==> src/rtl/aes_round_ctrl_pkg.sv <==
// Shared types and constants for the AES-128 round sequencer.
// Holds the FSM state enum and the per-round datapath bypass decode.
package aes_ctrl_pkg;

    typedef enum logic [1:0] {
        IDLE  = 2'd0,
        ROUND = 2'd1,
        DONE  = 2'd2
    } state_t;

    localparam int AES128_ROUNDS = 10;
    localparam int AES_RND_W     = 4;

    // Returns {en_sub, en_shift, en_mix, sel_plaintext} for a round.
    // Round 0 is the bare initial AddKey; the final round skips MixColumns.
    function automatic logic [3:0] bypass_vec(input int unsigned rnd,
                                              input int unsigned num_rounds);
        if (rnd == 0) begin
            return 4'b0001;
        end else if (rnd >= num_rounds) begin
            return 4'b1100;
        end else begin
            return 4'b1110;
        end
    endfunction

endpackage

==> src/rtl/aes_round_ctrl_if.sv <==
// Control bundle between the round sequencer (slave) and the requester/datapath (master).
// Handshakes: a transfer happens on a rising edge where valid & ready are both 1;
// out_valid is held until out_ready, start is taken only when start_ready is high.
interface aes_round_ctrl_if
    import aes_ctrl_pkg::*;
#(
    parameter int RND_W = AES_RND_W
) ();

    logic             key_ready;
    logic             start_valid;
    logic             start_ready;
    logic             abort;
    logic             sel_plaintext;
    logic             en_sub;
    logic             en_shift;
    logic             en_mix;
    logic             stage_en;
    logic [RND_W-1:0] rk_sel;
    logic [RND_W-1:0] round;
    logic             busy;
    logic             out_valid;
    logic             out_ready;
    state_t           state;

    modport master (
        output key_ready, start_valid, abort, out_ready,
        input  start_ready, sel_plaintext, en_sub, en_shift, en_mix, stage_en,
               rk_sel, round, busy, out_valid, state
    );

    modport slave (
        input  key_ready, start_valid, abort, out_ready,
        output start_ready, sel_plaintext, en_sub, en_shift, en_mix, stage_en,
               rk_sel, round, busy, out_valid, state
    );

endinterface

==> src/rtl/aes_round_ctrl_stage_timer.sv <==
// Round window counter: counts 0..STAGE_LAT-1 while run is high, held at 0 by clr.
// first marks the strobe cycle of a window, last marks the cycle before the next window.
module aes_stage_timer #(
    parameter int STAGE_LAT = 1
) (
    input  logic clk,
    input  logic rst_n,
    input  logic clr,
    input  logic run,
    output logic first,
    output logic last
);

    localparam int CW = 4;

    logic [CW-1:0] cnt;

    assign first = (cnt == '0);
    assign last  = (cnt == CW'(STAGE_LAT - 1));

    always_ff @(posedge clk) begin
        if (!rst_n || clr) begin
            cnt <= '0;
        end else if (run) begin
            cnt <= last ? '0 : cnt + 1'b1;
        end
    end

endmodule

==> src/rtl/aes_round_ctrl.sv <==
// AES-128 encrypt round sequencer: walks initial AddKey plus rounds 1..NUM_ROUNDS,
// driving key select, stage bypasses and capture strobes; control only, no data.
module aes_round_ctrl
    import aes_ctrl_pkg::*;
#(
    parameter int NUM_ROUNDS = AES128_ROUNDS,
    parameter int STAGE_LAT  = 1,
    parameter int RND_W      = AES_RND_W
) (
    input  logic           sys_clk,
    input  logic           sys_rst_n,
    aes_round_ctrl_if.slave bus
);

    if (NUM_ROUNDS >= (1 << RND_W)) begin : g_bad_rounds
        $error("NUM_ROUNDS does not fit in RND_W bits");
    end
    if (STAGE_LAT < 1 || STAGE_LAT > 15) begin : g_bad_lat
        $error("STAGE_LAT must be within 1..15");
    end

    localparam logic [RND_W-1:0] LAST_RND = RND_W'(NUM_ROUNDS);

    state_t           state;
    logic [RND_W-1:0] round_q;
    logic [3:0]       byp_q;
    logic             busy_q;
    logic             out_valid_q;
    logic             win_first;
    logic             win_last;
    logic             accept;

    assign accept = (state == IDLE) && bus.key_ready && bus.start_valid;

    aes_stage_timer #(
        .STAGE_LAT (STAGE_LAT)
    ) u_timer (
        .clk   (sys_clk),
        .rst_n (sys_rst_n),
        .clr   ((state != ROUND) || bus.abort),
        .run   (state == ROUND),
        .first (win_first),
        .last  (win_last)
    );

    always_ff @(posedge sys_clk) begin
        if (!sys_rst_n) begin
            state       <= IDLE;
            round_q     <= '0;
            byp_q       <= '0;
            busy_q      <= 1'b0;
            out_valid_q <= 1'b0;
        end else begin
            case (state)
                IDLE: begin
                    // abort is deliberately ignored here so it never blocks a start
                    if (accept) begin
                        state   <= ROUND;
                        round_q <= '0;
                        busy_q  <= 1'b1;
                        byp_q   <= bypass_vec(0, NUM_ROUNDS);
                    end
                end
                ROUND: begin
                    if (bus.abort) begin
                        state   <= IDLE;
                        round_q <= '0;
                        byp_q   <= '0;
                        busy_q  <= 1'b0;
                    end else if (win_last) begin
                        if (round_q == LAST_RND) begin
                            state       <= DONE;
                            byp_q       <= '0;
                            busy_q      <= 1'b0;
                            out_valid_q <= 1'b1;
                        end else begin
                            round_q <= round_q + 1'b1;
                            byp_q   <= bypass_vec(32'(round_q) + 32'd1, NUM_ROUNDS);
                        end
                    end
                end
                DONE: begin
                    if (bus.abort || bus.out_ready) begin
                        state       <= IDLE;
                        round_q     <= '0;
                        out_valid_q <= 1'b0;
                    end
                end
                default: begin
                    state <= IDLE;
                end
            endcase
        end
    end

    assign bus.start_ready = (state == IDLE) && bus.key_ready;
    assign bus.stage_en    = busy_q && win_first;
    assign bus.rk_sel      = round_q;
    assign bus.round       = round_q;
    assign bus.busy        = busy_q;
    assign bus.out_valid   = out_valid_q;
    assign {bus.en_sub, bus.en_shift, bus.en_mix, bus.sel_plaintext} = byp_q;
    assign bus.state       = state;

endmodule

==> src/flat_wrapper.sv <==
// flat-port wrapper written by rule: the top's interface ports become plain ports
module aes_round_ctrl_flat import aes_ctrl_pkg::*;
#(
    parameter int NUM_ROUNDS = AES128_ROUNDS,
    parameter int STAGE_LAT  = 1,
    parameter int RND_W      = AES_RND_W
)
  (sys_clk, sys_rst_n, bus_key_ready, bus_start_valid, bus_abort, bus_out_ready, bus_start_ready, bus_sel_plaintext, bus_en_sub, bus_en_shift, bus_en_mix, bus_stage_en, bus_rk_sel, bus_round, bus_busy, bus_out_valid, bus_state);
  aes_round_ctrl_if #(.RND_W(RND_W)) bus_i ();
  input  logic sys_clk;
  input  logic sys_rst_n;
  input wire logic [$bits(bus_i.key_ready)-1:0] bus_key_ready;
  input wire logic [$bits(bus_i.start_valid)-1:0] bus_start_valid;
  input wire logic [$bits(bus_i.abort)-1:0] bus_abort;
  input wire logic [$bits(bus_i.out_ready)-1:0] bus_out_ready;
  output wire logic [$bits(bus_i.start_ready)-1:0] bus_start_ready;
  output wire logic [$bits(bus_i.sel_plaintext)-1:0] bus_sel_plaintext;
  output wire logic [$bits(bus_i.en_sub)-1:0] bus_en_sub;
  output wire logic [$bits(bus_i.en_shift)-1:0] bus_en_shift;
  output wire logic [$bits(bus_i.en_mix)-1:0] bus_en_mix;
  output wire logic [$bits(bus_i.stage_en)-1:0] bus_stage_en;
  output wire logic [$bits(bus_i.rk_sel)-1:0] bus_rk_sel;
  output wire logic [$bits(bus_i.round)-1:0] bus_round;
  output wire logic [$bits(bus_i.busy)-1:0] bus_busy;
  output wire logic [$bits(bus_i.out_valid)-1:0] bus_out_valid;
  output wire logic [$bits(bus_i.state)-1:0] bus_state;
  assign bus_i.key_ready = bus_key_ready;
  assign bus_i.start_valid = bus_start_valid;
  assign bus_i.abort = bus_abort;
  assign bus_i.out_ready = bus_out_ready;
  assign bus_start_ready = bus_i.start_ready;
  assign bus_sel_plaintext = bus_i.sel_plaintext;
  assign bus_en_sub = bus_i.en_sub;
  assign bus_en_shift = bus_i.en_shift;
  assign bus_en_mix = bus_i.en_mix;
  assign bus_stage_en = bus_i.stage_en;
  assign bus_rk_sel = bus_i.rk_sel;
  assign bus_round = bus_i.round;
  assign bus_busy = bus_i.busy;
  assign bus_out_valid = bus_i.out_valid;
  assign bus_state = bus_i.state;
  aes_round_ctrl #(.NUM_ROUNDS(NUM_ROUNDS), .STAGE_LAT(STAGE_LAT), .RND_W(RND_W)) u_core (.sys_clk(sys_clk), .sys_rst_n(sys_rst_n), .bus(bus_i));
endmodule
==> config.mk <==
export PLATFORM = sky130hd
export DESIGN_NAME = aes_round_ctrl_flat
export DESIGN_NICKNAME = d
export VERILOG_FILES = /design/src/rtl/aes_round_ctrl_pkg.sv /design/src/rtl/aes_round_ctrl_if.sv /design/src/rtl/aes_round_ctrl_stage_timer.sv /design/src/rtl/aes_round_ctrl.sv /design/src/flat_wrapper.sv
export SDC_FILE = /design/constraint.sdc
export NUM_CORES = 1
export LEC_CHECK = 0
export CORE_MARGIN = 5
export CORE_UTILIZATION = 45
export CTS_BUF_LIST = sky130_fd_sc_hd__clkbuf_8
export CTS_CLUSTER_DIAMETER = 120
export DETAILED_ROUTE_END_ITERATION = 8
export PLACE_DENSITY = 0.77
export RECOVER_POWER = 50
export SLEW_MARGIN = 0
export SYNTH_ARGS = -nofsm -noshare
export SYNTH_HDL_FRONTEND = slang
export SYNTH_HIERARCHICAL = 1
export SYNTH_SLANG_ARGS = --single-unit
==> constraint.sdc <==
create_clock -name sys_clk -period 1.7 [get_ports sys_clk]
set_input_delay 0.17 -clock sys_clk [delete_from_list [all_inputs] [get_ports sys_clk]]
set_output_delay 0.17 -clock sys_clk [all_outputs]
set_load 0.03 [all_outputs]
# Word level (Yosys, flattened, before mapping)
# Cells that the tools add are included.
dict set report word_totals {
  regBits 16
  input_bits 6
  output_inout_bits 18
}
dict set report op_classes {
  n_addsub 3
  n_lt_le_gt_ge 1
  n_eq_ne 12
  mux 30
  reduce_logical 18
}
# operator count
set ops {}
lappend ops {{2-to-1 mux 4 bit} 11}
lappend ops {{>= comparator 32 x 4 -> 1 bit, second input constant} 1}
lappend ops {{zero test 32 bit} 1}
lappend ops {{2-to-1 mux 2 bit} 6}
lappend ops {{case mux 4 bit (3 select lines)} 1}
lappend ops {{!= test 2 x 1 -> 1 bit, second input constant} 5}
lappend ops {{AND reduction 5 bit} 2}
lappend ops {{adder 4 x 1 -> 4 bit, second input constant} 2}
lappend ops {{2-to-1 mux 1 bit} 8}
lappend ops {{case mux 4 bit (2 select lines)} 1}
lappend ops {{AND reduction 4 bit} 2}
lappend ops {{!= test 3 x 2 -> 1 bit, second input constant} 2}
lappend ops {{case mux 2 bit (3 select lines)} 1}
lappend ops {{adder 4 x 1 -> 5 bit, second input constant} 1}
lappend ops {{== test 4 bit, second input constant} 1}
lappend ops {{zero test 4 bit} 1}
lappend ops {{case mux 1 bit (2 select lines)} 2}
lappend ops {{nonzero test 2 bit} 2}
lappend ops {{logical AND 1 bit} 3}
lappend ops {{logical OR 1 bit} 3}
lappend ops {{!= test 3 bit, second input constant} 1}
lappend ops {{AND reduction 3 bit} 1}
lappend ops {{nonzero test 3 bit} 1}
lappend ops {{== test 2 x 1 -> 1 bit, second input constant} 1}
lappend ops {{other kinds (4)} 4}

# Depth between registers and ports, before layout
# Gate-level depths: netlist (run 1).
dict set report logic_depth {
  depth_word 8
  mapped_depth 9
  mapped_depth_nobuf 8
}

# Hierarchy
# Netlist (run 1), hierarchy kept.
# mod instances cells_per_inst area_each_um2 seq_area_each_um2
set by_module_without_submodules {}
lappend by_module_without_submodules {aes_round_ctrl 1 90 755.7 220.2}
lappend by_module_without_submodules {aes_stage_timer 1 22 211.5 80.1}

# Worst setup path before layout (run 1)
# No wires, ideal clock.
dict set report synth_timing {
  kind {reg2reg}
  from {register u_core.u_timer.cnt[0]}
  to {register u_core.byp_q[0]}
  setup_time_ns 0.119
  arrival_ns 1.549
  required_ns 1.581
  setup_slack_ns 0.032
  path_stages_with_launch 9
  n_path_buf 1
  synth_period_minus_slack_ns 1.668
  cell_sequence {dfxtp_1 -> inv_1 -> ha_1 -> nor3b_2 -> buf_4 -> o21ai_1 -> o21ai_2 -> and2b_1 -> o221a_2}
}
dict set report synth_between {
  elab_chain_len 3
}
# element line_no
set synth_rtl {}
lappend synth_rtl {{start: declaration} aes_round_ctrl_stage_timer.sv:16} ;# logic [CW-1:0] cnt;
lappend synth_rtl {{start signal: assignment} aes_round_ctrl_stage_timer.sv:25} ;# cnt <= last ? '0 : cnt + 1'b1;
lappend synth_rtl {{zero test 4 bit} --}
lappend synth_rtl {{named net u_core.win_first} aes_round_ctrl.sv:29} ;# logic win_first;
lappend synth_rtl {{!= test 3 x 2 -> 1 bit (no line)} --}
lappend synth_rtl {{AND reduction 3 bit (no line)} --}
lappend synth_rtl {{end signal: assignment} aes_round_ctrl.sv:61} ;# byp_q <= bypass_vec(0, NUM_ROUNDS);
lappend synth_rtl {{end signal: assignment} aes_round_ctrl.sv:78} ;# byp_q <= bypass_vec(32'(round_q) + 32'd1, NUM_ROUNDS);
lappend synth_rtl {{end: declaration} aes_round_ctrl.sv:26} ;# logic [3:0] byp_q;
# The timed path passes the listed nets, and every way through them passes these cells.
# A chain may end at the register's enable or synchronous reset.

# Worst setup path in the final report (run 1)
dict set report layout_timing {
  from {register u_core.u_timer.cnt[1]}
  to {output bus_stage_en}
}
dict set report layout_between {
  elab_chain_len 2
}
# element line_no
set layout_rtl {}
lappend layout_rtl {{zero test 4 bit} aes_round_ctrl_stage_timer.sv:18} ;# assign first = (cnt == '0);
lappend layout_rtl {{named net u_core.win_first} aes_round_ctrl.sv:29}
lappend layout_rtl {{logical AND 1 bit} aes_round_ctrl.sv:97} ;# assign bus.stage_en = busy_q && win_first;
lappend layout_rtl {{end: declaration} flat_wrapper.sv:21} ;# output wire logic [$bits(bus_i.stage_en)-1:0] bus_stage_en;
# The timed path passes the listed nets, and every way through them passes these cells.

==> results of run 1 <==
## timing repair
action,4_1_cts,5_1_grt
setup endpoints to repair,1,10
gates resized for setup,2,14
setup buffers,0,4
pin swaps,0,1
## area by class of cell
| type | count | area (um^2) |
|---|---|---|
| Clock buffer | 3 | 41.29 |
| Inverter | 7 | 26.28 |
| Fill cell | 190 | 748.2 |
| Clock inverter | 1 | 5.005 |
| Sequential cell | 15 | 306.5 |
| Tap cell | 27 | 33.78 |
| Timing Repair Buffer | 30 | 250.2 |
| Multi-Input combinational cell | 83 | 590.6 |
## metrics by stage
stage	hold WS, ns	setup WS, ns	TNS (ns)	instance area, um^2
finish	0.4564	0.04921	0	1254
floorplan	0.3026	0.03222	0	967.2
CTS	0.4640	0.008531	0	1250
global placement	0.4550	0.1201	0	1196
detailed placement	0.4554	0.02827	0	1196
global route	0.4916	-0.006582	-0.006582	1254
## worst paths after layout
check                         end             startpoint  cells after the start  slack [ns]
max                  bus_stage_en  u_core/u_timer/cnt[1]                      6        0.05
min               u_core/byp_q[1]        u_core/byp_q[1]                      2        0.46
max reg2reg  u_core/bus.rk_sel[2]  u_core/u_timer/cnt[1]                      7        0.12
min reg2reg       u_core/byp_q[1]        u_core/byp_q[1]                      2        0.46
## per-layer routing
| layer | routed length (um) | GRT usage (%) | part of all wire [%] |
|---|---|---|---|
| met5 | 0 | 0 | 0 |
| met4 | 23 | 4.068 | 1.1 |
| met3 | 92 | 5.046 | 4.2 |
| met2 | 1065 | 24.04 | 49 |
| met1 | 989 | 16.60 | 46 |
## state kept, by name, summed over array words and instances (netlist names)
name / flops
u_core/bus.rk_sel: 4
u_core/bus.state: 2
u_core/bus.busy: 1
u_core/bus.out_valid: 1
u_core/u_timer/cnt: 4
u_core/byp_q: 3
## power groups by stage
stage	clock (mW)	combinational (mW)	sequential (mW)
floorplan	0	0.0603	0.385
global placement	0	0.116	0.373
detailed placement	0	0.118	0.373
CTS	0.296	0.118	0.365
global route	0.320	0.125	0.364
finish	0.284	0.116	0.363
## worst max-delay path: stages, from the launching register on
cell,delay [ns]
dfxtp_2,0.33
inv_1,0.06
ha_2,0.17
nor3b_4,0.26
buf_6,0.15
and2_4,0.13
buf_6,0.12
## cell usage in the layout (no fill, tap or decap), types with 2 or more instances in the layout
master and n:
a21boi_1 3, a21oi_1 4, buf_4 6, buf_6 2, clkbuf_1 6, clkbuf_8 3
clkdlybuf4s50_1 11, dfxtp_1 12, dfxtp_2 2, dlygate4sd3_1 5, ha_1 4, ha_2 2
inv_1 5, inv_2 2, nand2_1 8, nand2b_1 3, nand3_1 3, nand3b_1 2
nor2_1 10, nor2b_1 3, nor3b_1 2, o21ai_1 10, xor2_1 2
## logic make-up (layout without fill, tap and decap cells)
logic type	after synthesis	in the layout	synth area share (%)
AND/OR/NAND/NOR	45	45	29.24
AO/OA/AOI/OAI	28	28	19.79
flip-flops	15	15	31.05
buffers and inverters	14	41	8.409
adder cells (fa/ha/maj)	6	6	7.762
XOR/XNOR	3	3	2.717
multiplexers	1	1	1.035
==> flow_summary.toml, run 1 <==
[yosys]
synthDistinctLibCells = 44
synthFlopType = "dfxtp_1"
synth_seq_cells = 15
syn_inst = 112
ys_seq_area_share_pct = 31.05
postSynth.asyncResetShare_pct = 0
avgSynthCellArea_um2 = 8.636
synth_edf_count = 0
yosysMostFrequentCell = "dfxtp_1"
synth_top_area_share_pct = 31.05
syn-cell-area_um2 = 967.2
synth_area_leaders = "dfxtp_1 31%, ha_1 7.8%, buf_4 5.4%"
synth-warning-count = 6
synthTopCellsByCount = "15 x dfxtp_1, 10 x nor2_1, 10 x o21ai_1"
synth_fp_nets = 124
synth_top_cell_by_area = "dfxtp_1"

[cts]
insertion_delay_ns = 0.25
path_clk_slew_ns = 0.06
htreeDepth = 1
root_buffer = "clkbuf_8"
cts_sinks = 15
cts_tree = "built"
clockBufferDepth = 2
cts_hold_repair.buffers = 0
cts-buffers-inserted = 3

[place]
hpwl_um = 1631
port_buffers = 23
place_congestion = 0.7791
placedCellCount = 158

[finish]
diodes = 0
syn_to_final_growth_pct = 29.62
fin_cells = 166
fin_util_pct = 62.63
drive_gt1_share_pct = 22.30
fin_nets = 152

[sta]
clock_skew_ns = 0.004395
drv_slew = 0
relSlewSlack_pct = 75.20
finalSetupViolCount = 0
max_freq_mhz = 605.8
finalHoldViolCount = 0
tightest_slew_ns = 0.3736
fin_crit_sh_pct = 97.11
fin_crit_ns = 1.651

[global_route]
grt_pass1_wl_um = 3567
antenna_found_initial = 0
grt_max_degree = 11
grt_overflow_total = 0
grt_use_total_pct = 14.14
grt_pass1_vias = 785

[detailed_routing]
wl_per_cell_um = 13.07
via_per_inst = 5.163
first_iter_violations = 17
drcViolationCount = 0
num_vias = 857
routed_wl_um = 2170
ant_nets = 0
dr.pass1.iters = 4

[worst_setup_path]
arrival_ns = 1.48
crit_path_end_kind = "output port"
cp-start-kind = "register"
crit_required_ns = 1.53
worstSetupPathType = "register to output port"
cp_max_fo = 4

[die]
ios = 24
rows = 16
core_area_um2 = 2002
fp.dieW_um = 56.36
dieArea_um2 = 3176
start_util_pct = 48.31
die_y_um = 56.36

[power_and_ir_drop]
p_sw_mw = 0.1937
seqPwrFrac_pct = 47.5
totalPowerFinal_mw = 0.7634
p_int_mw = 0.5698
p_per_area_nw_per_um2 = 608.9
swShare_pct = 25.37
power_frac_comb_pct = 15.2
leakagePower_nw = 0.4991
ir_worst_vdd_mv = 0.5101
p_clk_share_pct = 37.3

[hold_path]
hold_path.class = "register to register"

[job]
cap_violations = 0

[status]
outcome = "finished, final reports clean"
Power figures use the tool's default switching activity.
==> run 2: changes to the inputs <==
Settings changed: CORE_ASPECT_RATIO from default to 0.8, SETUP_SLACK_MARGIN from default to 0.3.
==> run 2 against run 1 <==
Against the previous run: sequential share of layout area down 1.2 points; final area up 6.1%; first-iteration DRC count up 18%; critical path depth up 2; largest cell class unchanged.
==> flow_summary.toml, run 2 (synthesis gave the netlist of run 1 again) <==
[power_and_ir_drop]
seqPwrFrac_pct = 47.4
swShare_pct = 26.01
leakagePower_nw = 0.5980
ir_worst_vdd_mv = 0.4659
p_clk_share_pct = 36.9
p_per_area_nw_per_um2 = 578.1
totalPowerFinal_mw = 0.7689
power_frac_comb_pct = 15.7
p_int_mw = 0.5689
p_sw_mw = 0.1999

[place]
place_congestion = 0.8125
hpwl_um = 1689
place_ws_ns = 0.07593
port_buffers = 23

[sta]
relSlewSlack_pct = 76.10
fin_crit_ns = 1.624
finalHoldViolCount = 0
drv_slew = 0
rsz0062_at_grt = "true"
setup_ws_ns = 0.07610
clock_skew_ns = 0.001284
tightest_slew_ns = 0.3560
max_freq_mhz = 615.8
finalSetupViolCount = 0
fin_crit_sh_pct = 95.52

[finish]
layout_common_cells = "16 x dlygate4sd2_1, 10 x buf_4, 10 x nor2_1, 10 x dfxtp_1"
syn_to_final_growth_pct = 37.52
fill_cells = 193
final_common_cell = "dlygate4sd2_1"
fin_util_pct = 63.27
diodes = 0
drive_gt1_share_pct = 29.58
fin_nets = 155

[detailed_routing]
num_vias = 871
first_iter_violations = 20
ant_nets = 0
routed_wl_um = 2237
via_per_inst = 5.216
dr.pass1.iters = 4
drcViolationCount = 0
wl_per_cell_um = 13.40

[cts]
path_clk_slew_ns = 0.06
clockBufferDepth = 2
cts_hold_repair.buffers = 0
htreeDepth = 1
cts_sinks = 15
cts-buffers-inserted = 3
insertion_delay_ns = 0.25
root_buffer = "clkbuf_8"
cts_tree = "built"

[status]
outcome = "finished, final reports clean"

[worst_setup_path]
r2r_slack_ns = 0.08
r2r-end = "u_core/byp_q[0]"
r2r-start = "u_core/u_timer/cnt[0]"
crit_required_ns = 1.84
cp_max_fo = 5
crit_path_start = "u_core/u_timer/cnt[0]"
worstSetupPathType = "register to register"
crit_path_end_kind = "register"
cp-start-kind = "register"
arrival_ns = 1.77
r2r_cells = 8

[global_route]
antenna_found_initial = 0
grt_pass1_vias = 833
grt_pass1_wl_um = 3850
grt_overflow_total = 0
grt_use_total_pct = 16.56
grt_max_degree = 11

[hold_path]
min_path_cells = 2
hold_path.class = "register to register"
hold_path_end = "u_core/byp_q[1]"
worstHoldStart = "u_core/byp_q[1]"

[die]
dieArea_um2 = 3182
ios = 24
die_y_um = 51.47
rows = 15
fp.dieW_um = 61.83
core_area_um2 = 2102
start_util_pct = 46.01

[job]
cap_violations = 0
## run 2: changes by cell type in the layout (fill, tap and decap cells not counted), sizes merged
| cell | change |
|---|---|
| dlygate4sd2 | +16 |
| clkbuf | -5 |
| inv | +1 |
| dlygate4sd3 | -4 |
| clkinv | -1 |
| clkdlybuf4s50 | -7 |
| buf | +3 |
## run 2: what timing repair did
item | CTS | global route
pin swaps | 9 | 2
gates resized for setup | 18 | 6
buffers inserted | 5 | 2
endpoints found under the setup margin | 27 | 15
## run 2: power groups by stage
stage,clock [mW],sequential (mW),combinational (mW)
final,0.283,0.365,0.121
after global routing,0.311,0.366,0.129
after CTS,0.296,0.364,0.118
after detailed placement,0,0.373,0.120
after global placement,0,0.372,0.118
after floorplan,0,0.384,0.0613
## run 2: layout make-up
cell class	count	area, um^2	share of cell area (%)
inverter	7	28.78	2.164
multi-input combinational	83	635.6	47.79
tap	25	31.28	2.352
sequential	15	309.0	23.24
clock buffer	3	41.29	3.104
timing repair buffer	33	280.3	21.07
clock inverter	1	3.754	0.2822
## run 2: how the worst max path moves through the flow
stage,end,slack [ns],depth (start not counted)
2_1_floorplan,u_core/byp_q[0],0.13,8
5_1_grt,u_core/byp_q[2],-0.005,9
6_report,u_core/byp_q[0],0.08,8
3_5_place_dp,u_core/byp_q[0],0.08,5
3_3_place_gp,u_core/byp_q[0],0.13,5
4_1_cts,bus_stage_en,0.07,6
## run 2: layer usage
layer  part of all wire [%]  GRT usage (%)  wire length, um
met1                     46          21.97             1037
met2                     45          25.09             1016
met3                    6.9          5.303              155
met4                    1.2          5.300               27
met5                      0              0                0
## run 2: worst max-delay path: stages (launching register included)
cell,delay [ns]
dfxtp_2,0.33
inv_2,0.04
ha_4,0.14
nor3b_4,0.16
buf_4,0.14
o21ai_2,0.11
o21ai_2,0.11
and2b_2,0.24
o221a_4,0.25
## run 2: metrics by stage
step,cell area (um^2),std cells,hold WS [ns],setup TNS (ns)
final,1330,167,0.4607,0
after global routing,1330,167,0.4842,-0.004769
after CTS,1296,165,0.4624,0
after detailed placement,1230,156,0.4566,0
after global placement,1230,156,0.4555,0
after floorplan,1007,112,0.3026,0
